<file path="src/rtl/if_fetch_queue.sv">
`default_nettype none
// +--------------------------------------------------------------------------+
// | Module   : if_fetch_queue                                                |
// | Purpose  : Instruction-fetch stage behind the PC register. Issues one    |
// |            handshaked fetch at a time, pulses pc_en on acceptance,       |
// |            buffers returned {pc, instr} pairs in a DEPTH-entry FIFO and  |
// |            hands them to decode with valid/ready. A flush empties the    |
// |            FIFO and discards the response of an outstanding fetch.       |
// | Options  : IF_ALIGN_CHECK_EN - misaligned PCs bypass memory and enqueue  |
// |            a fault entry (id_misalign = 1, id_instr = 0).                |
// | Ports    : clk/reset        - clock, async active-high reset            |
// |            pc/pc_en         - current PC in, load-next-PC pulse out      |
// |            flush            - redirect, kills queue and in-flight fetch  |
// |            imem_req_*       - fetch request handshake, imem_addr = pc    |
// |            imem_resp_*      - fetch response (valid + 32-bit data)       |
// |            id_*             - head entry to decode (valid/ready)         |
// | Revision : 1.0 - initial release                                         |
// +--------------------------------------------------------------------------+
module if_fetch_queue #(
   parameter int DEPTH = 2,
   parameter int AW    = 32
) (
   input  logic          clk,
   input  logic          reset,
   input  logic [AW-1:0] pc,
   output logic          pc_en,
   input  logic          flush,
   output logic          imem_req_valid,
   input  logic          imem_req_ready,
   output logic [AW-1:0] imem_addr,
   input  logic          imem_resp_valid,
   input  logic [31:0]   imem_resp_data,
   output logic          id_valid,
   input  logic          id_ready,
   output logic [AW-1:0] id_pc,
   output logic [31:0]   id_instr,
   output logic          id_misalign
);

   localparam int            c_pw    = $clog2(DEPTH);
   localparam int            c_cw    = $clog2(DEPTH) + 1;
   localparam logic [c_cw-1:0] c_depth = c_cw'(DEPTH);

   typedef enum logic [1:0] {
      ST_IDLE = 2'd0,
      ST_WAIT = 2'd1,
      ST_DROP = 2'd2
   } state_t;

   state_t          r_state;
   logic [c_pw-1:0] r_wr_ptr;
   logic [c_pw-1:0] r_rd_ptr;
   logic [c_cw-1:0] r_count;
   logic [AW-1:0]   r_saved_pc;
   logic [AW-1:0]   r_mem_pc    [DEPTH];
   logic [31:0]     r_mem_instr [DEPTH];

   logic            w_space;
   logic            w_idle_ok;
   logic            w_misaligned;
   logic            w_req;
   logic            w_accept;
   logic            w_mis_push;
   logic            w_resp_push;
   logic            w_push;
   logic            w_pop;
   logic [AW-1:0]   w_push_pc;
   logic [31:0]     w_push_instr;

   assign w_space   = (r_count < c_depth);
   assign w_idle_ok = (r_state == ST_IDLE) && !flush && w_space;

`ifdef IF_ALIGN_CHECK_EN
   assign w_misaligned = (pc[1:0] != 2'b00);
`else
   assign w_misaligned = 1'b0;
`endif

   assign w_req       = w_idle_ok && !w_misaligned;
   assign w_accept    = w_req && imem_req_ready;
   // A misaligned PC is turned into a fault entry without touching memory.
   assign w_mis_push  = w_idle_ok && w_misaligned;
   // Only one fetch is ever outstanding, so a slot is free when it returns.
   assign w_resp_push = (r_state == ST_WAIT) && imem_resp_valid && !flush;
   assign w_push      = w_resp_push || w_mis_push;
   assign w_pop       = (r_count != '0) && id_ready && !flush;

   assign w_push_pc    = w_mis_push ? pc : r_saved_pc;
   assign w_push_instr = w_mis_push ? 32'h0000_0000 : imem_resp_data;

   // Outputs forced low while reset is held so the stage is quiet in reset.
   assign imem_req_valid = w_req && !reset;
   assign pc_en          = (w_accept || w_mis_push) && !reset;
   assign imem_addr      = pc;
   assign id_valid       = (r_count != '0);
   assign id_pc          = r_mem_pc[r_rd_ptr];
   assign id_instr       = r_mem_instr[r_rd_ptr];

   // Fetch control: WAIT keeps the response, DROP discards it.
   always_ff @(posedge clk or posedge reset) begin
      if (reset) begin
         r_state    <= ST_IDLE;
         r_saved_pc <= '0;
      end else begin
         case (r_state)
            ST_IDLE: begin
               if (w_accept) begin
                  r_state    <= ST_WAIT;
                  r_saved_pc <= pc;
               end
            end
            ST_WAIT: begin
               if (imem_resp_valid) r_state <= ST_IDLE;
               else if (flush)      r_state <= ST_DROP;
            end
            ST_DROP: begin
               if (imem_resp_valid) r_state <= ST_IDLE;
            end
            default: r_state <= ST_IDLE;
         endcase
      end
   end

   always_ff @(posedge clk or posedge reset) begin
      if (reset) begin
         r_wr_ptr <= '0;
         r_rd_ptr <= '0;
         r_count  <= '0;
         for (int i = 0; i < DEPTH; i++) begin
            r_mem_pc[i]    <= '0;
            r_mem_instr[i] <= '0;
         end
      end else if (flush) begin
         r_wr_ptr <= '0;
         r_rd_ptr <= '0;
         r_count  <= '0;
      end else begin
         if (w_push) begin
            r_mem_pc[r_wr_ptr]    <= w_push_pc;
            r_mem_instr[r_wr_ptr] <= w_push_instr;
            r_wr_ptr              <= r_wr_ptr + c_pw'(1);
         end
         if (w_pop) r_rd_ptr <= r_rd_ptr + c_pw'(1);
         case ({w_push, w_pop})
            2'b10:   r_count <= r_count + c_cw'(1);
            2'b01:   r_count <= r_count - c_cw'(1);
            default: r_count <= r_count;
         endcase
      end
   end

`ifdef IF_ALIGN_CHECK_EN
   logic r_mem_mis [DEPTH];

   always_ff @(posedge clk or posedge reset) begin
      if (reset) begin
         for (int i = 0; i < DEPTH; i++) r_mem_mis[i] <= 1'b0;
      end else if (w_push && !flush) begin
         r_mem_mis[r_wr_ptr] <= w_mis_push;
      end
   end

   assign id_misalign = r_mem_mis[r_rd_ptr];
`else
   assign id_misalign = 1'b0;
`endif

endmodule
`default_nettype wire
</file>
<file path="config.mk">
export PLATFORM = sky130hd
export DESIGN_NAME = if_fetch_queue
export DESIGN_NICKNAME = d
export VERILOG_FILES = /design/src/rtl/if_fetch_queue.sv
export SDC_FILE = /design/constraint.sdc
export NUM_CORES = 1
export LEC_CHECK = 0
export ABC_AREA = 0
export BUFFER_PORTS_ARGS = -buffer_cell sky130_fd_sc_hd__buf_2
export CORE_ASPECT_RATIO = 1.1
export CORE_UTILIZATION = 35
export DETAILED_ROUTE_END_ITERATION = 12
export SYNTH_ARGS = -nofsm -noshare
export SYNTH_HDL_FRONTEND = slang
export SYNTH_SLANG_ARGS = --single-unit
</file>
<file path="constraint.sdc">
create_clock -name clk -period 4.33 [get_ports clk]
set_input_delay 0.2165 -clock clk [delete_from_list [all_inputs] [get_ports clk]]
set_output_delay 0.2165 -clock clk [all_outputs]
set_load 0.03 [all_outputs]
</file>
==> reports/metrics.csv, run 1 <==
metric,value,unit
maximum vdd ir drop,0.249,mV
Initial Util,35.6,%
top-area cell type share of the netlist area,56.9,%
setup TNS,0,ns
placed wire-length estimate,9560,um
Via density,4.82,
Synth Cell Area,7300,um^2
largest area contributor in the netlist,dfrtp_1,
DR WL met3,563,um
P per Cell Area,613,nW/um^2
Max transition margin,35.0,%
GP Congestion,0.745,
Slowest Stage Delay on Critical Path,0.87,ns
R2R Setup Slk,2.25,ns
clk_skew,0.0103,ns
post-route ant nets,0,
largest net degree at the start of global routing,79,
Post-Route WL,14500,um
Final Hold Fails,0,
CP bufs+invs,2,
crit-path cells,buf_4 -> mux2_2 -> buf_2,
Leakage,4.21,nW
"Top FF cell, synth",dfrtp_1,
DRT met1 WL,6580,um
synth unique cells,29,
Vias,4272,
min Tclk post-route,2.71,ns
CTS Buf Count,17,
Setup Buffers After CTS,0,
min-delay worst type,in -> reg,
Core Box Area,20500,um^2
RSZ-0062 raised after global routing,no,
"Slew Viols, Final",0,
1st-iter DRT viols,112,
CP max FO,35,
grt total ovfl,0,
clk slew on worst S/H paths,0.07,ns
H-tree Lvls,4,
crit path capture type,primary output,
worst slew pin tran,0.974,ns
WL met2,7180,um
# diodes,0,
CP max-delay cell,dfrtp_2,
Max-Cap Viols,0,
fmax,370,MHz
Die X,140,um
clock sink total,166,
critical path data arrival time,2.49,ns
sequential element share of the synthesized area,56.9,%
Worst EP required,4.11,ns
CTS Root Cell,clkbuf_16,
Synthesized Nets,548,
first-pass GRT wire length,23900,um
final setup vio count,0,
crit-path leading delay family,flip-flops,
synthesized instance count,478,
number of global-route vias before repair,4622,
Wirelength per Cell,16.4,um
I/O pin count,170,
Crit Path Class,reg -> out,
DR top layer,met5,
status,finished clean,
layout cell share with drive strength beyond 1,68.6,%
Die Height,153,um
post-synthesis register bit count,166,
"EDFF count, synth",0,
Ys Warns,0,
Die Area,21400,um^2
CTS Buffer Depth,2,
first-pass iteration count of the detailed router,6,
Startpoint Class,register,
worst-skew pair later-pin latency,0.42,ns
antenna violations before repair,1,
row count,55,
GRT Overall Usage,14.3,%
CTS tree,built,
Tcrit/Tclk final,62.5,%
asr flop ratio synth,100,%
nets,687,
total power,5.33,mW
Area growth syn-to-layout,19.1,%
Synth area leaders,"dfrtp_1, mux2_2, buf_4, buf_2, buf_6",
DR DRC count,0,
IO Port Bufs,168,
Syn Area/Cell,15.3,um^2
[final timing paths]
path | startpoint | endpoint | cells past startpoint
worst max-delay path | r_rd_ptr | id_pc[26] | 3
worst min-delay path | pc[30] | r_saved_pc[30] | 2
worst max register to register | r_state[1] | r_saved_pc[12] | 3
min in group asynchronous | reset | r_mem_pc[50] | 3
max in group asynchronous | reset | r_mem_pc[26] | 4
worst min register to register | r_mem_pc[59] | r_mem_pc[59] | 1
[layer usage]
metal	global-route usage, %	up-vias
met4	5.02	2
met5	0	-
met2	23.9	120
li1	-	1939
met1	18.2	2196
met3	3.16	15
[cells in the mapped netlist, drive strengths merged (2+ instances only)]
library cell  instances
and3b                 2
buf                  55
clkbuf                2
dfrtp               166
inv                   3
mux2                224
nand2                 3
nand3b                3
nor2                  3
xor2                  2
[registers in the layout, indices dropped and copies added (netlist names)]
register,flops
r_saved_pc,32
r_count,2
r_rd_ptr,1
r_mem_pc,64
r_mem_instr,64
r_wr_ptr,1
r_state,2
[cell usage in the layout, fill, tap and decap left out, drive strengths merged]
master,Yosys,layout
mux2,224,224
buf,55,175
dfrtp,166,166
clkbuf,2,18
inv,3,7
clkinv,0,7
nor2,3,3
nand3b,3,3
nand2,3,3
and3b,2,2
clkinvlp,0,2
xor2,2,2
dlygate4sd3,0,2
nor3,1,1
nor2b,1,1
o211ai,1,1
or4,1,1
or2,1,1
nor4,1,1
and2,1,1
and3,1,1
o31ai,1,1
o21bai,1,1
and4b,1,1
o21ai,1,1
a21oi,1,1
o41ai,1,1
conb,1,1
bufinv,0,1
[logic make-up after synthesis]
kind of cell,synth area share (%)
AND/OR/NAND/NOR,2.01
AO/OA/AOI/OAI,0.566
XOR/XNOR,0.240
buffers and inverters,5.67
multiplexers,34.6
other,0.0514
flip-flops,56.9
[worst reg2reg max path, cell delays in order (launching register included)]
cell and delay, ns:
dfrtp_1 0.43, nor4_2 0.41, nand2_2 0.61, mux2_2 0.51
[repair_timing]
item,4_1_cts,5_1_grt
resized for setup,0,0
hold buffers,2,0
endpoints found under the hold margin,25,0
setup endpoints to repair,0,0
[area by class of cell]
class	instances	area, um^2
sequential	166	4160
clock buffer	18	429
clock inverter	14	124
fill	1897	11800
inverter	3	15.0
multi-input combinational	252	2730
tap	256	320
timing repair buffer	177	913
[where the power goes]
group	internal [mW]	leakage (nW)	total (mW)	switching, mW
Sequential	1.98	2.10	2.21	0.223
Clock	0.797	0.275	1.42	0.626
Combinational	0.733	1.83	1.70	0.964
[metrics by stage]
stage / hold WS (ns) / std cells / cell area [um^2] / setup slack, ns / utilization, %
after floorplan: 0.283 / 478 / 7300 / 0.876 / -
after global placement: 0.293 / 852 / 8120 / 1.99 / 39.6
after detailed placement: 0.309 / 852 / 8120 / 1.99 / 39.6
after CTS: 0.0217 / 886 / 8690 / 1.53 / 42.4
after global routing: 0.0229 / 886 / 8690 / 1.48 / 42.4
final: 0.0397 / 886 / 8690 / 1.62 / 42.4
(Power assumes the default switching activity.)
==> run 2: changes to the inputs <==
==> constraint.sdc (replaced) <==
create_clock -name clk -period 2.8 [get_ports clk]
set_input_delay 0.14 -clock clk [delete_from_list [all_inputs] [get_ports clk]]
set_output_delay 0.14 -clock clk [all_outputs]
set_load 0.03 [all_outputs]
==> run 2 against run 1 <==
Compared with the run above:
- combinational power is 61% higher
- sequential share of layout area is 3.7 points lower
- first-iteration DRC count is 14% higher
- die area stayed put
==> reports/metrics.csv, run 2 (synthesis results as in run 1) <==
metric,value,unit,change
status,finished clean,,
grt total ovfl,0,,unchanged
Core Box Area,20500,um^2,unchanged
Worst Hold Launch,pc[31],,
Post-Route WL,15300,um,+5.5%
nets,751,,+9.3%
most frequent cells in the layout,"mux2_2, buf_2, dfrtp_1",,
final setup vio count,0,,unchanged
first-pass iteration count of the detailed router,4,,-2
worst slew pin tran,0.713,ns,-0.261 ns
clk_skew,0.00913,ns,-0.00115 ns
GP Congestion,0.691,,-7.2%
IO Port Bufs,168,,unchanged
Final Hold Fails,0,,unchanged
DR DRC count,0,,unchanged
critical path data arrival time,2.10,ns,-0.39 ns
"non-filler cells, final",949,,+7.1%
post-route cell area,9410,um^2,+8.3%
P per Cell Area,892,nW/um^2,+46%
1st-iter DRT viols,128,,+14%
first-pass GRT wire length,25000,um,+4.7%
Vias,4524,,+5.9%
post-route ant nets,0,,unchanged
# fillers,1827,,-3.7%
I/O pin count,170,,unchanged
crit path launch,r_rd_ptr,,
placed wire-length estimate,9700,um,+1.5%
RSZ-0062 raised after global routing,no,,
maximum vdd ir drop,0.420,mV,+68%
clock sink total,166,,unchanged
H-tree Lvls,4,,unchanged
largest net degree at the start of global routing,79,,unchanged
Worst EP required,2.66,ns,-1.45 ns
"Slew Viols, Final",0,,unchanged
GRT Overall Usage,15.0,%,+0.67 points
Initial Util,35.6,%,unchanged
number of global-route vias before repair,4945,,+7.0%
Die X,140,um,unchanged
RR Startpoint,r_state[0],,
fmax,446,MHz,
CP max FO,45,,+29%
WHS,0.0322,ns,-0.00751 ns
worst-skew pair later-pin latency,0.42,ns,about the same
antenna violations before repair,1,,unchanged
Placement Cell Area,8180,um^2,+0.77%
layout cell share with drive strength beyond 1,62.0,%,-6.5 points
CTS Buffer Depth,2,,unchanged
setup TNS,0,ns,unchanged
Tcrit/Tclk final,80.1,%,
Wirelength per Cell,16.1,um,-1.5%
Startpoint Class,register,,
CTS Buf Count,17,,unchanged
# diodes,0,,unchanged
Placed Instances,852,,unchanged
CTS tree,built,,
Leakage,4.50,nW,+6.9%
min Tclk post-route,2.24,ns,
clk slew on worst S/H paths,0.06,ns,about the same
Die Area,21400,um^2,unchanged
Area growth syn-to-layout,28.9,%,
biggest regs,"r_mem_instr (64), r_mem_pc (64), r_saved_pc (32)",,
Setup Buffers After CTS,0,,unchanged
Crit Path Class,reg -> out,,
min-delay worst type,in -> reg,,
"leading cell type in the layout, fill and taps excluded",mux2_2,,
Max transition margin,52.4,%,+17 points
Die Height,153,um,unchanged
CTS Root Cell,clkbuf_16,,
Max-Cap Viols,0,,unchanged
row count,55,,unchanged
crit path capture type,primary output,,
Via density,4.77,,-1.1%
-- run 2: cell types whose count changed in the layout (fill, tap and decap cells not counted), sizes merged --
cell	change
bufinv	+1
clkbuf	+2
clkinv	-3
clkinvlp	+2
dlygate4sd3	+64
inv	-3
-- run 2: final cells by class --
cell class | count | area, um^2 | area share, %
Sequential cell | 166 | 4160 | 44.2
Multi-Input combinational cell | 252 | 2730 | 29.0
Timing Repair Buffer | 241 | 1620 | 17.2
Clock buffer | 20 | 447 | 4.75
Tap cell | 256 | 320 | 3.40
Clock inverter | 11 | 124 | 1.32
Inverter | 3 | 15.0 | 0.160
-- run 2: what timing repair did --
action	4_1_cts	5_1_grt
resized for setup	0	0
hold endpoints to repair	125	0
hold buffers	66	0
-- run 2: where the power goes --
group          internal, mW  leakage, nW  total [mW]  switching [mW]
registers              3.07         2.10        3.41           0.337
logic                  1.20         2.12        2.73            1.52
clock network          1.33        0.273        2.27           0.932
-- run 2: worst max-delay path, stage by stage, from the launching register on --
cell	delay (ns)
dfrtp_2	0.73
buf_12	0.35
mux2_2	0.39
buf_2	0.18
-- run 2: metal layers --
layer | global-route usage [%] | wire [um] | vias up
met1 | 17.5 | 6590 | 2328
met2 | 26.1 | 7750 | 118
li1 | - | - | 2059
met4 | 5.49 | 210 | 2
met3 | 4.07 | 735 | 17
met5 | 0 | 17 | -
-- run 2: path summary, 6_finish.rpt --
check / cells past startpoint / to / slack, ns
max: 3 / id_pc[1] / 0.56
min: 2 / r_saved_pc[31] / 0.03
max reg2reg: 4 / r_saved_pc[0] / 0.95
min reg2reg: 1 / r_mem_pc[56] / 0.49
max in group asynchronous: 4 / r_mem_instr[21] / 1.57
min in group asynchronous: 3 / r_mem_pc[17] / 0.38
-- run 2: through the flow --
step	utilization, %	setup slack [ns]	power [mW]
finish	45.9	0.557	8.40
global route	45.9	0.443	8.84
CTS	45.9	0.498	8.51
detailed placement	39.9	0.956	6.13
global placement	39.9	0.958	6.02
floorplan	-	-0.501	5.41
==> run 3: changes to the inputs <==
==> constraint.sdc (replaced) <==
create_clock -name clk -period 1.9 [get_ports clk]
set_input_delay 0.095 -clock clk [delete_from_list [all_inputs] [get_ports clk]]
set_output_delay 0.095 -clock clk [all_outputs]
set_load 0.03 [all_outputs]
==> run 3 against run 2 <==
Compared with the run above:
- clock skew is 0.0015 ns higher
- setup slack worse by 0.40 ns
- hold slack better by 0.077 ns
- sequential power is 48% higher
- routed wire length is 0.32% lower
- utilization is 0.39 points higher
- critical endpoint is now pc_en
- largest cell class unchanged
==> reports/metrics.csv, run 3 (synthesis results as in run 1) <==
metric,value,unit,change
status,finished clean,,
setup TNS,0,ns,unchanged
total power,12.3,mW,+47%
clock sink total,166,,unchanged
largest net degree at the start of global routing,85,,+7.6%
most frequent cells in the layout,"mux2_2, buf_2, dfrtp_1",,
dpl ws,0.214,ns,-0.741 ns
clk slew on worst S/H paths,0.06,ns,about the same
Reg2Reg Capture Point,r_mem_instr[49],,
RSZ-0062 raised after global routing,no,,
crit-path leading delay family,simple AND/OR/NAND/NOR gates,,
IO Port Bufs,168,,unchanged
Leakage,4.54,nW,+0.89%
Tcrit/Tclk final,91.7,%,
Worst EP required,1.80,ns,-0.86 ns
Register Area,4160,um^2,unchanged
antenna violations before repair,0,,-1
Post-Route WL,15200,um,-0.32%
# fillers,1823,,-0.22%
Max-Cap Viols,0,,unchanged
# diodes,0,,unchanged
1st-iter DRT viols,55,,-57%
grt total ovfl,0,,unchanged
CP bufs+invs,1,,-1
nets,757,,+0.80%
crit-path cells,nor4_4 -> and3_1 -> buf_2,,
first-pass iteration count of the detailed router,4,,unchanged
number of global-route vias before repair,4887,,-1.2%
DR DRC count,0,,unchanged
maximum vdd ir drop,0.651,mV,+55%
Hold Crit Endpoint,r_rd_ptr,,
"leading cell type in the layout, fill and taps excluded",mux2_2,,
Worst Hold Launch,id_ready,,
Via density,4.68,,-1.8%
hold depth,4,,+2
post-route ant nets,0,,unchanged
row count,55,,unchanged
R2R Setup Slk,0.19,ns,-0.76 ns
final setup vio count,0,,unchanged
min Tclk post-route,1.74,ns,
H-tree Lvls,4,,unchanged
Wirelength per Cell,16.0,um,-0.95%
setup ws final,0.158,ns,-0.399 ns
Slowest Stage Delay on Critical Path,0.44,ns,-0.29 ns
GP Congestion,0.704,,+1.8%
Initial Util,35.6,%,unchanged
CTS Root Cell,clkbuf_16,,
min-delay worst type,in -> reg,,
P per Cell Area,1300,nW/um^2,+45%
CP max-delay cell,dfrtp_1,,
Die X,140,um,unchanged
biggest regs,"r_mem_instr (64), r_mem_pc (64), r_saved_pc (32)",,
crit path launch,r_state[1],,
Die Height,153,um,unchanged
CTS Buf Count,17,,unchanged
clk_skew,0.0107,ns,+0.00155 ns
Area growth syn-to-layout,30.0,%,
worst-skew pair later-pin latency,0.41,ns,about the same
Core Box Area,20500,um^2,unchanged
R2R depth,4,,unchanged
CP max FO,5,,-89%
crit path capture type,primary output,,
Vias,4469,,-1.2%
Startpoint Class,register,,
"Slew Viols, Final",0,,unchanged
first-pass GRT wire length,25400,um,+1.5%
critical path data arrival time,1.65,ns,-0.45 ns
CTS tree,built,,
placed wire-length estimate,9870,um,+1.8%
layout cell share with drive strength beyond 1,62.2,%,+0.18 points
Final Hold Fails,0,,unchanged
GRT Overall Usage,15.1,%,+0.15 points
CTS Buffer Depth,2,,unchanged
Die Area,21400,um^2,unchanged
I/O pin count,170,,unchanged
Multi-input gate area,2740,um^2,+0.32%
Crit Path Class,reg -> out,,
RR Startpoint,r_state[1],,
fmax,574,MHz,
fin util,46.3,%,+0.39 points
==> run 3: cell types whose count changed in the layout (fill, tap and decap cells not counted) <==
| cell | before | now |
|---|---|---|
| inv_6 | 2 | 3 |
| clkinv_4 | 1 | 2 |
| nor4_4 | 0 | 1 |
| clkbuf_8 | 1 | 2 |
| clkinvlp_4 | 4 | 2 |
| dlygate4sd3_1 | 66 | 67 |
| buf_4 | 2 | 4 |
| bufinv_16 | 2 | 1 |
| buf_12 | 5 | 8 |
| nor4_2 | 1 | 0 |
==> run 3: worst max-delay path by stage <==
| stage | to | slack, ns | depth (start not counted) |
|---|---|---|---|
| global placement | r_mem_instr[48] | 0.27 | 4 |
| detailed placement | r_mem_instr[38] | 0.21 | 4 |
| floorplan | pc_en | -1.31 | 2 |
| CTS | pc_en | 0.03 | 3 |
| finish | pc_en | 0.16 | 3 |
| global route | pc_en | 0.04 | 3 |
==> run 3: where the power goes <==
| group | internal [mW] | total (mW) | switching (mW) |
|---|---|---|---|
| Combinational | 1.78 | 4.02 | 2.24 |
| Sequential | 4.52 | 5.04 | 0.513 |
| Clock | 1.88 | 3.26 | 1.38 |
| Total | 8.18 | 12.3 | 4.13 |
==> run 3: worst reg2reg max path, cell delays in order, from the launching register on <==
cell and delay, ns:
dfrtp_1 0.44, nand3b_4 0.24, nor3_4 0.24, buf_12 0.26
mux2_2 0.41
==> run 3: area by class of cell <==
class | count | share of cell area (%)
sequential | 166 | 43.8
multi-input combinational | 252 | 28.9
timing repair buffer | 247 | 17.9
clock buffer | 21 | 4.85
tap | 256 | 3.37
clock inverter | 10 | 1.02
inverter | 3 | 0.158
==> run 3: metal layers <==
metal,track usage [%],up-vias,share of wire (%)
met5,0,-,0
met4,4.60,0,1.1
met1,18.7,2267,45
li1,-,2074,-
met3,3.63,13,4.0
met2,25.9,115,50
==> run 3: timing repair <==
action	CTS	global route
endpoints found under the setup margin	0	1
hold buffers	67	0
resized for setup	0	1
setup buffers	0	0
endpoints found under the hold margin	266	0
==> run 3: through the flow <==
step | instance area, um^2 | cells | hold WS (ns)
global placement | 8260 | 857 | 0.255
finish | 9490 | 955 | 0.109
CTS | 9480 | 955 | 0.0853
floorplan | 7300 | 478 | 0.161
global route | 9490 | 955 | 0.128
detailed placement | 8260 | 857 | 0.269
